==> src/rtl/spart_pkg.sv <==
// spart_pkg: shared types and defaults for the SPART echo bridge.
// Holds the FSM state encoding, batch phase and the default register map.
package spart_pkg;

    localparam int SPART_ADDR_W = 28;
    localparam int SPART_DATA_W = 32;

    localparam logic [SPART_ADDR_W-1:0] SPART_STATUS_ADDR = 28'h8000001;
    localparam logic [SPART_ADDR_W-1:0] SPART_DATA_ADDR   = 28'h8000000;

    localparam int SPART_RX_BIT = 1;
    localparam int SPART_TX_BIT = 0;

    typedef enum logic [2:0] {
        IDLE,
        POLL_REQ,
        POLL_WAIT,
        RD_REQ,
        RD_WAIT,
        WR_REQ,
        WR_WAIT
    } spart_state_t;

    typedef enum logic {
        PH_FILL,
        PH_DRAIN
    } spart_phase_t;

    function automatic logic spart_is_wait(input spart_state_t s);
        return (s == POLL_WAIT) || (s == RD_WAIT) || (s == WR_WAIT);
    endfunction

endpackage

==> src/rtl/spart_echo_fifo.sv <==
// spart_echo_fifo: DEPTH-entry echo buffer, FIFO order.
// Push wins if both strobes arrive; full/empty strobes are ignored.
module spart_echo_fifo
    import spart_pkg::*;
#(
    parameter int DEPTH = 8
) (
    input  logic                        clk,
    input  logic                        rst,
    input  logic                        push,
    input  logic [SPART_DATA_W-1:0]     push_data,
    input  logic                        pop,
    output logic [SPART_DATA_W-1:0]     head,
    output logic [$clog2(DEPTH):0]      count
);

    localparam int PW = $clog2(DEPTH);
    localparam int CW = PW + 1;
    localparam logic [CW-1:0] FULL = CW'(DEPTH);

    logic [SPART_DATA_W-1:0] storage_q [DEPTH];
    logic [PW-1:0] wr_ptr_q, wr_ptr_d;
    logic [PW-1:0] rd_ptr_q, rd_ptr_d;
    logic [CW-1:0] count_q, count_d;
    logic          do_push;
    logic          do_pop;

    assign do_push = push && (count_q != FULL);
    assign do_pop  = pop && !push && (count_q != '0);

    // Pointer and occupancy update; pointers wrap naturally at DEPTH.
    always_comb begin
        wr_ptr_d = wr_ptr_q;
        rd_ptr_d = rd_ptr_q;
        count_d  = count_q;
        if (do_push) begin
            wr_ptr_d = wr_ptr_q + 1'b1;
            count_d  = count_q + 1'b1;
        end else if (do_pop) begin
            rd_ptr_d = rd_ptr_q + 1'b1;
            count_d  = count_q - 1'b1;
        end
    end

    // Pointer/occupancy registers; reset empties the buffer.
    always_ff @(posedge clk) begin
        if (rst) begin
            wr_ptr_q <= '0;
            rd_ptr_q <= '0;
            count_q  <= '0;
        end else begin
            wr_ptr_q <= wr_ptr_d;
            rd_ptr_q <= rd_ptr_d;
            count_q  <= count_d;
        end
    end

    // Data storage; contents are meaningless once the pointers reset.
    always_ff @(posedge clk) begin
        if (do_push) begin
            storage_q[wr_ptr_q] <= push_data;
        end
    end

    assign head  = storage_q[rd_ptr_q];
    assign count = count_q;

endmodule

==> src/rtl/spart_echo_bridge.sv <==
// spart_echo_bridge: polls a SPART, buffers received bytes, echoes them back.
// Optional wait-timeout enabled by defining SPART_ECHO_TIMEOUT_EN.
module spart_echo_bridge
    import spart_pkg::*;
#(
    parameter int                      DEPTH          = 8,
    parameter int                      STREAM_MODE    = 0,
    parameter logic [SPART_ADDR_W-1:0] STATUS_ADDR    = SPART_STATUS_ADDR,
    parameter logic [SPART_ADDR_W-1:0] DATA_ADDR      = SPART_DATA_ADDR,
    parameter int                      RX_BIT         = SPART_RX_BIT,
    parameter int                      TX_BIT         = SPART_TX_BIT,
    parameter int                      TIMEOUT_CYCLES = 1024
) (
    input  logic                    clk,
    input  logic                    rst,
    input  logic                    en,
    input  logic [SPART_DATA_W-1:0] mem_data_rd,
    input  logic                    mem_ready,
    output logic [SPART_DATA_W-1:0] mem_data_wr,
    output logic [SPART_ADDR_W-1:0] mem_addr,
    output logic                    mem_rw,
    output logic                    mem_valid,
    output logic [$clog2(DEPTH):0]  buf_count,
    output logic                    busy,
    output logic                    err_timeout
);

    localparam int CW = $clog2(DEPTH) + 1;
    localparam logic [CW-1:0] FULL = CW'(DEPTH);

    spart_state_t state_q, state_d;
    spart_phase_t phase_q, phase_d;

    logic                    mem_valid_q, mem_valid_d;
    logic                    mem_rw_q, mem_rw_d;
    logic [SPART_ADDR_W-1:0] mem_addr_q, mem_addr_d;
    logic [SPART_DATA_W-1:0] mem_data_wr_q, mem_data_wr_d;

    logic                    push;
    logic                    pop;
    logic [SPART_DATA_W-1:0] head;
    logic [CW-1:0]           count;

    logic         rx, tx, full, empty;
    logic         dec_rd, dec_wr;
    spart_phase_t dec_phase;
    logic         in_wait;
    logic         timeout_hit;

    spart_echo_fifo #(
        .DEPTH(DEPTH)
    ) u_fifo (
        .clk      (clk),
        .rst      (rst),
        .push     (push),
        .push_data(mem_data_rd),
        .pop      (pop),
        .head     (head),
        .count    (count)
    );

    assign rx      = mem_data_rd[RX_BIT];
    assign tx      = mem_data_rd[TX_BIT];
    assign full    = (count == FULL);
    assign empty   = (count == '0);
    assign in_wait = spart_is_wait(state_q);

`ifdef SPART_ECHO_TIMEOUT_EN
    localparam int TW = $clog2(TIMEOUT_CYCLES + 1);
    localparam logic [TW-1:0] TO_LAST = TW'(TIMEOUT_CYCLES - 1);

    logic [TW-1:0] wait_cnt_q, wait_cnt_d;
    logic          err_timeout_q, err_timeout_d;

    assign timeout_hit = in_wait && !mem_ready && (wait_cnt_q == TO_LAST);

    // Count stalled wait cycles; the error flag is sticky until reset.
    always_comb begin
        wait_cnt_d    = '0;
        err_timeout_d = err_timeout_q | timeout_hit;
        if (in_wait && !mem_ready) begin
            wait_cnt_d = wait_cnt_q + 1'b1;
        end
    end

    // Timeout counter and sticky error register.
    always_ff @(posedge clk) begin
        if (rst) begin
            wait_cnt_q    <= '0;
            err_timeout_q <= 1'b0;
        end else begin
            wait_cnt_q    <= wait_cnt_d;
            err_timeout_q <= err_timeout_d;
        end
    end

    assign err_timeout = err_timeout_q;
`else
    localparam int unused_timeout_cycles = TIMEOUT_CYCLES;

    assign timeout_hit = 1'b0;
    assign err_timeout = 1'b0;
`endif

    // Post-poll decision: batch uses fill/drain phases, stream uses priority.
    always_comb begin
        dec_rd    = 1'b0;
        dec_wr    = 1'b0;
        dec_phase = phase_q;
        if (STREAM_MODE != 0) begin
            if (full && tx) begin
                dec_wr = 1'b1;
            end else if (rx && !full) begin
                dec_rd = 1'b1;
            end else if (tx && !empty) begin
                dec_wr = 1'b1;
            end
        end else begin
            if ((phase_q == PH_FILL) && full) begin
                dec_phase = PH_DRAIN;
            end else if ((phase_q == PH_DRAIN) && empty) begin
                dec_phase = PH_FILL;
            end
            dec_rd = (dec_phase == PH_FILL) && rx && !full;
            dec_wr = (dec_phase == PH_DRAIN) && tx && !empty;
        end
    end

    // State and phase registers.
    always_ff @(posedge clk) begin
        if (rst) begin
            state_q <= IDLE;
            phase_q <= PH_FILL;
        end else begin
            state_q <= state_d;
            phase_q <= phase_d;
        end
    end

    // Next-state logic.
    always_comb begin
        state_d = state_q;
        phase_d = phase_q;
        unique case (state_q)
            IDLE: begin
                if (en) state_d = POLL_REQ;
            end
            POLL_REQ: begin
                if (!mem_ready) state_d = POLL_WAIT;
            end
            RD_REQ: begin
                if (!mem_ready) state_d = RD_WAIT;
            end
            WR_REQ: begin
                if (!mem_ready) state_d = WR_WAIT;
            end
            POLL_WAIT: begin
                if (mem_ready) begin
                    phase_d = dec_phase;
                    if (dec_rd) begin
                        state_d = RD_REQ;
                    end else if (dec_wr) begin
                        state_d = WR_REQ;
                    end else begin
                        state_d = en ? POLL_REQ : IDLE;
                    end
                end else if (timeout_hit) begin
                    state_d = IDLE;
                end
            end
            RD_WAIT, WR_WAIT: begin
                if (mem_ready) begin
                    state_d = en ? POLL_REQ : IDLE;
                end else if (timeout_hit) begin
                    state_d = IDLE;
                end
            end
            default: state_d = IDLE;
        endcase
    end

    // Bus request outputs and buffer strobes per state.
    always_comb begin
        mem_valid_d   = mem_valid_q;
        mem_rw_d      = mem_rw_q;
        mem_addr_d    = mem_addr_q;
        mem_data_wr_d = mem_data_wr_q;
        push          = 1'b0;
        pop           = 1'b0;
        unique case (state_q)
            POLL_REQ, RD_REQ, WR_REQ: begin
                if (!mem_ready) begin
                    mem_valid_d = 1'b1;
                    mem_rw_d    = (state_q == WR_REQ);
                    mem_addr_d  = (state_q == POLL_REQ) ? STATUS_ADDR : DATA_ADDR;
                    if (state_q == WR_REQ) mem_data_wr_d = head;
                end
            end
            POLL_WAIT, RD_WAIT, WR_WAIT: begin
                if (mem_ready || timeout_hit) begin
                    mem_valid_d = 1'b0;
                    mem_rw_d    = 1'b0;
                    mem_addr_d  = '0;
                end
                push = mem_ready && (state_q == RD_WAIT);
                pop  = mem_ready && (state_q == WR_WAIT);
            end
            default: ;
        endcase
    end

    // Registered bus outputs.
    always_ff @(posedge clk) begin
        if (rst) begin
            mem_valid_q   <= 1'b0;
            mem_rw_q      <= 1'b0;
            mem_addr_q    <= '0;
            mem_data_wr_q <= '0;
        end else begin
            mem_valid_q   <= mem_valid_d;
            mem_rw_q      <= mem_rw_d;
            mem_addr_q    <= mem_addr_d;
            mem_data_wr_q <= mem_data_wr_d;
        end
    end

    assign mem_valid   = mem_valid_q;
    assign mem_rw      = mem_rw_q;
    assign mem_addr    = mem_addr_q;
    assign mem_data_wr = mem_data_wr_q;
    assign buf_count   = count;
    assign busy        = (state_q != IDLE);

endmodule

==> config.mk <==
export PLATFORM = sky130hd
export DESIGN_NAME = spart_echo_bridge
export DESIGN_NICKNAME = d
export VERILOG_FILES = /design/src/rtl/spart_pkg.sv /design/src/rtl/spart_echo_fifo.sv /design/src/rtl/spart_echo_bridge.sv
export SDC_FILE = /design/constraint.sdc
export NUM_CORES = 1
export LEC_CHECK = 0
export CAP_MARGIN = 20
export CORE_ASPECT_RATIO = 1.4
export CORE_MARGIN = 2
export CORE_UTILIZATION = 52
export DETAILED_ROUTE_END_ITERATION = 12
export PLACE_DENSITY = 0.74
export SETUP_SLACK_MARGIN = 0.3
export SYNTH_ARGS = -nofsm -noshare
export SYNTH_HDL_FRONTEND = slang
export SYNTH_SLANG_ARGS = --single-unit
export TNS_END_PERCENT = 20
==> constraint.sdc <==
create_clock -name clk -period 5.94 [get_ports clk]
set_input_delay 1.782 -clock clk [delete_from_list [all_inputs] [get_ports clk]]
set_output_delay 1.782 -clock clk [all_outputs]
set_load 0.02 [all_outputs]
==> out/metrics.yaml <==
floorplan:
  io_pins: 104
  die-width_um: 131
  coreArea_mm2: 0.0224
  initial_utilization: 0.526
  die-height_um: 182
  core.rowCount: 65
  fp.dieArea_mm2: 0.0239
sta:
  final_max_slew_viol_count: 0
  setup_tns_ns: 0
  final_min_period_over_clock_period: 0.772
  setup_viol: 0
  worst_max_slew_pin_slew_ns: 1.12
  slew-limit-headroom: 0.255
  min_period_ns: 4.58
  timing_hold_violations_final: 0
  grt_setup_unrepaired: "no"
  fmax_mhz: 218
  timing.clock.skew_ns: 0.0108
logic_synthesis:
  synthCells: 649
  synthesis.area_mm2: 0.0118
  synth_enable_flop_cells: 256
  yosys_warning_count: 0
  yosys_register_bits: 305
  netlist_top_cells_area: "edfxtp_1 (65%), mux4_2 (12%), dfxtp_1 (8.3%)"
  synthFlopType: "edfxtp_1"
  synth_cell_type_count: 49
  netlist.area_leader.share: 0.651
  ys_async_sr_fraction: 0
  postSynthAreaPerCell_um2: 18.2
  synth_sequential_area_ratio: 0.734
  synth_top_area_cell: "edfxtp_1"
global_routing:
  vias_in_the_first_global_route: 6267
  grt_antenna_before_repair: 0
  globalRouteOverflowTotal: 0
  globalRouteTotalUtil: 0.191
  grt_max_degree: 50
  grt_first_pass_wirelength_um: 35200
layout:
  ff_latch_area_mm2: 0.00867
  fillerInstances: 1565
  finalNonFillerCells: 1049
  most_used_cells_in_the_layout_excluding_fill_and_tap_cells: "edfxtp_1 (256), clkdlybuf4s50_1 (75), mux4_2 (64)"
  leading_cell_type_in_the_layout_fill_and_taps_excluded: "edfxtp_1"
  post_route_cells_drive_above_1_share: 0.184
  diodes: 0
  multi_input_area_mm2: 0.00286
  area_growth_pct: 16.0
  finish.net_count: 768
power:
  ir_worst_vdd_uv: 196
  power_leakage_uw: 0.00427
  cellPowerDensity_mw_per_mm2: 323
setup_path:
  criticalPathCategory: "primary input to flop"
  worstSetupEndpointType: "flop"
  setup.worst_path.start_class: "primary input"
  ff2ff_setup_slack_ns: 2.70
  critPathArrivalTime_ns: 5.01
  critical_path_required_ns: 6.36
  path_max_fanout: 15
routing:
  drt-met1-wl_um: 9010
  drt.antenna.violating_nets: 0
  detailedRoute.firstIterationViolations: 713
  routed_wirelength_um: 23000
  detail_route.drc_violations: 0
  met2_length_um: 12400
  firstDrtPassIters: 5
  wire_per_inst_um: 21.9
  drt-vias-per-instance: 5.76
  top_signal_layer_used: "met4"
  wl_met3_um: 1040
  route.vias.total: 6046
run_status:
  status: "finished clean"
clocking:
  cts_max_path_buffers: 3
  cts_htree_levels: 1
  postCtsSetupBuffers: 0
  hold_buffers: 0
  clockRootBuffer: "clkbuf_16"
  clock_tree_sinks: 305
  tritoncts: "built"
  insertion_delay_ns: 0.54
  cts-resized-gates: 0
  clock_slew_at_the_register_clock_pins_of_the_worst_setup_and_hold_paths_ns: 0.07
  cts_inserted_buffers: 27
job:
  count_of_maximum_capacitance_violations: 0
place:
  dp.cells: 999
  weighted_congestion_reported_at_the_end_of_routability_driven_placement: 0.787
  placement.io_buffers: 76
  detailed_place_hpwl_um: 13100
hold_path:
  timing.hold.worst.class: "flop to flop"
## through the flow
step	area [um2]	hold slack [ns]	util	setup slack, ns	total power, uW
2_1_floorplan	11900	0.463	-	0.841	2630
3_3_place_gp	12800	0.475	0.571	0.988	2720
3_5_place_dp	12800	0.482	0.571	0.834	2740
4_1_cts	13700	0.495	0.610	1.39	4450
5_1_grt	13700	0.515	0.610	1.25	4560
6_report	13700	0.492	0.610	1.36	4420
## state kept, by name, indices dropped and copies added, names as in the netlist
register,count
state_q,3
mem_valid,1
u_fifo.storage_q,256
phase_q,1
u_fifo.count,4
u_fifo.rd_ptr_q,3
mem_addr,1
mem_data_wr,32
u_fifo.wr_ptr_q,3
mem_rw,1
## synthesized netlist by cell type (2+ instances only)
master,instances
a21oi_1,11
nor2_1,50
buf_4,30
a21o_1,2
clkbuf_1,12
mux4_2,64
mux2i_1,5
nand2b_1,8
ha_1,4
nand3_1,3
edfxtp_1,256
o21bai_1,3
nor4_1,2
o22ai_1,32
xnor2_1,5
nand2_1,13
nor3_1,36
xor2_1,2
dfxtp_1,49
buf_2,17
or3_1,3
nor3b_1,2
o21ai_0,6
buf_6,7
inv_1,3
## cell families (layout without fill, tap and decap cells)
family                   count (synthesis)  count (layout)  synth area share
flip-flops                             305             305             0.734
AND/OR/NAND/NOR                        130             130            0.0551
multiplexers                            70              70             0.128
buffers and inverters                   69             142            0.0377
AO/OA/AOI/OAI                           62              62            0.0337
XOR/XNOR                                 7               7           0.00519
adder cells (fa/ha/maj)                  5               5           0.00594
other                                    1              27          0.000318
## report_power, final
part	total [uW]	internal (uW)	switching (uW)
registers	2400	2350	51.9
logic	291	132	159
clock network	1730	970	761
total	4420	3450	972
## layout make-up
type / instances / share of cell area
Timing Repair Buffer: 89 / 0.0651
Clock buffer: 31 / 0.0505
Inverter: 3 / 0.000823
Multi-Input combinational cell: 301 / 0.209
Sequential cell: 305 / 0.634
Tap cell: 301 / 0.0275
Clock inverter: 19 / 0.0134
## worst max-delay path, stage by stage
cell and delay (ns):
clkdlybuf4s50_1 0.79, nand3b_1 0.26, or3_1 0.60, ha_1 0.38
a21o_1 0.18, a21oi_1 0.29, mux2_4 0.34, a2111oi_2 0.37
## routing by layer
| metal | global-route usage | up-vias |
|---|---|---|
| li1 | - | 2677 |
| met1 | 0.234 | 3121 |
| met2 | 0.357 | 215 |
| met3 | 0.0214 | 33 |
| met4 | 0.0561 | 0 |
| met5 | 0 | - |
## worst paths after layout
path                            depth (start not counted)       startpoint               to
worst max-delay path                                    8        mem_ready  u_fifo.count[3]
worst min-delay path                                    2  mem_data_wr[18]  mem_data_wr[18]
worst max register to register                          7       state_q[2]  u_fifo.count[3]
worst min register to register                          2  mem_data_wr[18]  mem_data_wr[18]
(Power assumes the default switching activity.)
